**config.mk**
```make
export PLATFORM = sky130hd
export DESIGN_NAME = vector_deserializer_flat
export DESIGN_NICKNAME = d
export VERILOG_FILES = /design/src/rtl/vector_deserializer_if.sv /design/src/rtl/vector_deserializer.sv /design/src/flat_wrapper.sv
export SDC_FILE = /design/constraint.sdc
export NUM_CORES = 2
export LEC_CHECK = 0
export ABC_AREA = 1
export CAP_MARGIN = 20
export CORE_AREA = 2 2 305 307
export CTS_CLUSTER_DIAMETER = 50
export DETAILED_ROUTE_END_ITERATION = 10
export DIE_AREA = 0 0 307 309
export PLACE_DENSITY = 0.68
export SYNTH_ARGS = -nofsm -noshare
export SYNTH_HDL_FRONTEND = slang
export SYNTH_SLANG_ARGS = --single-unit
```
**constraint.sdc**
```tcl
create_clock -name clk -period 4.5 [get_ports clk]
set_clock_uncertainty 0.2 [all_clocks]
set_input_delay 0.45 -clock clk [delete_from_list [all_inputs] [get_ports clk]]
set_output_delay 0.45 -clock clk [all_outputs]
set_load 0.05 [all_outputs]
```
**src/rtl/vector_deserializer_if.sv**
```systemverilog
// Stream-in / vector-out bundle for the M31 deserializer.
// The slave side is the deserializer; the master side drives words and consumes vectors.
interface vector_deserializer_if #(
    parameter int WORD_WIDTH  = 31,
    parameter int VECTOR_SIZE = 16
);
    logic [WORD_WIDTH-1:0]                  in_word;
    logic                                   in_valid;
    logic                                   in_first;
    logic                                   in_ready;
    logic [VECTOR_SIZE-1:0][WORD_WIDTH-1:0] out_vec;
    logic                                   out_valid;
    logic                                   out_ready;
    logic                                   err;

    modport master (
        output in_word, in_valid, in_first, out_ready,
        input  in_ready, out_vec, out_valid, err
    );

    modport slave (
        input  in_word, in_valid, in_first, out_ready,
        output in_ready, out_vec, out_valid, err
    );
endinterface

```
**src/rtl/vector_deserializer.sv**
```systemverilog
// Assembles a stream of M31 words into a VECTOR_SIZE-element vector, with a fill bank
// so the next vector can load while the previous one is held for the consumer.
module vector_deserializer #(
    parameter int WORD_WIDTH  = 31,
    parameter int VECTOR_SIZE = 16
) (
    input logic                    clk,
    input logic                    rst_n,
    vector_deserializer_if.slave   bus
);
    localparam int IDX_W = (VECTOR_SIZE > 1) ? $clog2(VECTOR_SIZE) : 1;
    localparam logic [IDX_W-1:0] LAST_IDX = IDX_W'(VECTOR_SIZE - 1);

    typedef logic [VECTOR_SIZE-1:0][WORD_WIDTH-1:0] vec_t;
    typedef enum logic {FILL, HOLD} state_e;

    state_e                state_q, state_d;
    logic [IDX_W-1:0]      idx_q, idx_d;
    vec_t                  fillBank_q, fillBank_d;
    vec_t                  outBank_q, outBank_d;
    logic                  outValid_q, outValid_d;
    logic                  err_q, err_d;

    logic                  accept;
    logic                  outFree;
    logic [WORD_WIDTH-1:0] canonWord;

    // p = 2^31-1 is the only non-canonical 31-bit value; it folds to zero.
    assign canonWord = (bus.in_word == {WORD_WIDTH{1'b1}}) ? '0 : bus.in_word;

    assign bus.in_ready  = (state_q == FILL) && rst_n;
    assign bus.out_vec   = outBank_q;
    assign bus.out_valid = outValid_q;
    assign bus.err       = err_q;

    assign accept  = bus.in_valid && bus.in_ready;
    assign outFree = !outValid_q || bus.out_ready;

    always_comb begin
        state_d    = state_q;
        idx_d      = idx_q;
        fillBank_d = fillBank_q;
        outBank_d  = outBank_q;
        outValid_d = outValid_q;
        err_d      = 1'b0;

        // A transfer empties O unless a reload below refills it in the same cycle.
        if (outValid_q && bus.out_ready) begin
            outValid_d = 1'b0;
        end

        case (state_q)
            FILL: begin
                if (accept) begin
                    if (bus.in_first) begin
                        fillBank_d[0] = canonWord;
                        idx_d         = IDX_W'(1);
                        err_d         = (idx_q != '0);
                    end else if (idx_q == LAST_IDX) begin
                        fillBank_d[LAST_IDX] = canonWord;
                        idx_d                = '0;
                        if (outFree) begin
                            outBank_d  = fillBank_d;
                            outValid_d = 1'b1;
                        end else begin
                            state_d = HOLD;
                        end
                    end else begin
                        fillBank_d[idx_q] = canonWord;
                        idx_d             = idx_q + 1'b1;
                    end
                end
            end
            HOLD: begin
                if (outFree) begin
                    outBank_d  = fillBank_q;
                    outValid_d = 1'b1;
                    state_d    = FILL;
                end
            end
            default: state_d = FILL;
        endcase
    end

    always_ff @(posedge clk) begin
        if (!rst_n) begin
            state_q    <= FILL;
            idx_q      <= '0;
            fillBank_q <= '0;
            outBank_q  <= '0;
            outValid_q <= 1'b0;
            err_q      <= 1'b0;
        end else begin
            state_q    <= state_d;
            idx_q      <= idx_d;
            fillBank_q <= fillBank_d;
            outBank_q  <= outBank_d;
            outValid_q <= outValid_d;
            err_q      <= err_d;
        end
    end
endmodule
```
**src/flat_wrapper.sv**
```systemverilog
// flat-port wrapper written by rule: the top's interface ports become plain ports
module vector_deserializer_flat 
#(
    parameter int WORD_WIDTH  = 31,
    parameter int VECTOR_SIZE = 16
)
  (clk, rst_n, bus_in_word, bus_in_valid, bus_in_first, bus_out_ready, bus_in_ready, bus_out_vec, bus_out_valid, bus_err);
  vector_deserializer_if #(.WORD_WIDTH(WORD_WIDTH), .VECTOR_SIZE(VECTOR_SIZE)) bus_i ();
  input logic clk;
  input logic rst_n;
  input wire logic [$bits(bus_i.in_word)-1:0] bus_in_word;
  input wire logic [$bits(bus_i.in_valid)-1:0] bus_in_valid;
  input wire logic [$bits(bus_i.in_first)-1:0] bus_in_first;
  input wire logic [$bits(bus_i.out_ready)-1:0] bus_out_ready;
  output wire logic [$bits(bus_i.in_ready)-1:0] bus_in_ready;
  output wire logic [$bits(bus_i.out_vec)-1:0] bus_out_vec;
  output wire logic [$bits(bus_i.out_valid)-1:0] bus_out_valid;
  output wire logic [$bits(bus_i.err)-1:0] bus_err;
  assign bus_i.in_word = bus_in_word;
  assign bus_i.in_valid = bus_in_valid;
  assign bus_i.in_first = bus_in_first;
  assign bus_i.out_ready = bus_out_ready;
  assign bus_in_ready = bus_i.in_ready;
  assign bus_out_vec = bus_i.out_vec;
  assign bus_out_valid = bus_i.out_valid;
  assign bus_err = bus_i.err;
  vector_deserializer #(.WORD_WIDTH(WORD_WIDTH), .VECTOR_SIZE(VECTOR_SIZE)) u_core (.clk(clk), .rst_n(rst_n), .bus(bus_i));
endmodule
```
==> metrics.md <==
| Metric | Value |
|---|---|
| Gr ovfl total | 0 |
| Initial core utilization | 0.3979 |
| Leakage | 19.06 nW |
| Largest stage delay, worst path | 0.91 ns |
| ANT nets after route | 0 |
| Post-synth cell types | 28 |
| Status | finished clean |
| Post-CTS Setup Bufs | 0 |
| Crit-path slowest cell | clkdlybuf4s50_1 |
| Fmax achieved | 0.2876 GHz |
| Crit path time final | 3.477 ns |
| DR pass1 iterations | 5 |
| Post-DP HPWL | 82.31 mm |
| VDD IR max | 0.3029 mV |
| Sink Count | 999 |
| CP required | 3.85 ns |
| Maximum clock insertion buffer count | 3 |
| Synth warn | 0 |
| Worst-margin pin slew | 1.197 ns |
| Register area | 20000 sq um |
| Final Setup Violations | 0 |
| Critical Path AT | 2.83 ns |
| HP Class | primary input to flip-flop |
| Number of enable flip-flop cells after synthesis | 0 |
| Worst setup EP type | output pin |
| Root buffer cell | clkbuf_16 |
| Worst-path cell chain | dlygate4sd3_1 -> buf_8 -> inv_8 -> nor2_1 -> clkdlybuf4s50_1 |
| Drt wl/cell | 21.49 um |
| Design Area, Final | 46600 sq um |
| Cts bufs inserted | 119 |
| Die span in x | 307 um |
| PnR worst setup slack | 1.023 ns |
| Most frequent cells in the layout | nor2_1, dfxtp_1, nand2_1, a21oi_1, clkdlybuf4s50_1 |
| Vias | 32500 |
| Initial antenna violation count | 9 |
| Post-synthesis cell area | 36360 sq um |
| Asr flop ratio synth | 0 |
| P per Cell Area | 426.6 nW/um^2 |
| Net count after synthesis | 4667 |
| Post-CTS Resized | 0 |
| TritonCTS clock tree | done |
| Largest net degree at the start of global routing | 228 |
| I/O pins | 535 |
| Cell Area, Placed | 42320 sq um |
| H-tree depth | 3 |
| CTS clock-pin slew for the worst setup and hold paths | 0.06 ns |
| Layout cells sized above 1 | 0.06804 |
| RSZ-0062 raised after global routing | no |
| Final Slew Violations | 0 |
| DR iter-0 viols | 2932 |
| Drc violations | 0 |
| Core ar. | 91390 sq um |
| Fin Setup TNS | 0 ns |
| FP Rows | 111 |
| GRT Resource Usage Total | 0.2739 |
| Routed WL | 134.8 mm |
| Post-synth top flop | dfxtp_1 |
| Synthesis-to-layout area growth | 28.17% |
| Crit Path Max Fanout | 78 |
| Max Cap Viol | 0 |
| Number of fill cells | 8758 |
| Post-synthesis area per instance | 7.858 sq um |
| Die area | 94860 sq um |
| Hold Fails Final Rpt | 0 |
| CP startpoint kind | primary input |
| Most common cell after layout, fill and taps aside | nor2_1 |
| Via density per instance | 5.182 |
| Vias in the first global route | 30160 |
| Flops & latches, synth | 999 |
| Hold_buf cts | 1 |
| Power, Total | 0.01988 W |
| Pre-CTS setup slack | 1.044 ns |
| Seq/Total Area, Yosys | 0.5500 |
| Fin nets | 5020 |
| Port bufs | 534 |
| Area of the multi-input gates | 13870 sq um |
| Final Core Density | 0.5100 |
| Placer congestion estimate | 0.8032 |
| Syn Inst Count | 4627 |
| CP Class | primary input to output pin |
| ANT cells | 0 |
| Global-route wire length before repair | 195.1 mm |
| Slew HR | 0.2020 |
| Later-pin clock latency in the skew report | 0.70 ns |
| Final Cycle Share | 0.7727 |
| Chip Height | 309 um |
-- per-stage QoR --
step           instances  hold WS, ns
2_1_floorplan       4627       0.2403
3_3_place_gp        6043       0.2492
3_5_place_dp        6044       0.2520
4_1_cts             6271      0.09678
5_1_grt             6271       0.1229
6_report            6271       0.1412
-- power breakdown --
part | switching [W] | leakage, nW | total [W] | internal (W)
logic | 0.000543 | 8.92 | 0.000725 | 0.000182
clock network | 0.00417 | 2.10 | 0.0103 | 0.00609
registers | 0.0000208 | 8.05 | 0.00890 | 0.00888
total | 0.00473 | 19.1 | 0.0199 | 0.0151
-- layer usage --
layer / GRT usage / vias to the layer above / wire length, um
met5: 0 / - / 65
met4: 0.09824 / 10 / 4459
met3: 0.05433 / 206 / 10220
met2: 0.4390 / 1169 / 61600
met1: 0.3671 / 15460 / 58410
li1: - / 15660 / -
-- worst paths after layout --
kind,from,endpoint,slack [ns],depth (start not counted)
max reg2reg,u_core.idx_q[1],u_core.fillBank_q[410],1.50,9
max,rst_n,bus_in_ready,1.02,5
min reg2reg,u_core.fillBank_q[119],u_core.fillBank_q[119],0.26,2
min,bus_in_word[2],u_core.fillBank_q[188],0.14,4
-- sequential cells by signal, summed over array words and instances (netlist names) --
| register | flops |
|---|---|
| u_core.idx_q | 4 |
| u_core.state_q | 1 |
| u_core.bus.err | 1 |
| u_core.bus.out_vec | 496 |
| u_core.bus.out_valid | 1 |
| u_core.fillBank_q | 496 |
-- critical path, delay by kind of cell --
| kind | cells | cell delay [ns] |
|---|---|---|
| buffers and inverters | 4 | 2.08 |
| AND/OR/NAND/NOR | 1 | 0.24 |
-- final cells by class --
| type | instances | share of cell area |
|---|---|---|
| Timing Repair Buffer | 622 | 0.1319 |
| Clock buffer | 161 | 0.07265 |
| Inverter | 214 | 0.01761 |
| Tap cell | 1186 | 0.03184 |
| Clock inverter | 65 | 0.01912 |
| Multi-Input combinational cell | 3024 | 0.2977 |
| Sequential cell | 999 | 0.4292 |
-- Yosys cell counts (all sizes together) (3+ instances only) --
library cell	n	area [sq um]
inv	213	802.0
buf	170	912.1
nand4	3	18.77
dfxtp	999	20000
o21ai	498	2492
nand2	554	2082
nor2	1055	4089
a21oi	531	2658
clkbuf	220	828.3
ha	4	50.05
nand3	173	878.4
o21bai	203	1524
-- cells by family after synthesis --
logic type                 share of synthesized area
AOI/OAI and AO/OA                             0.1838
xor gates and xnor gates                   0.0002409
adders and majority gates                   0.001377
buffers and inverters                        0.07003
DFF                                           0.5500
and+or+nand+nor                               0.1945
(Power assumes the default switching activity.)
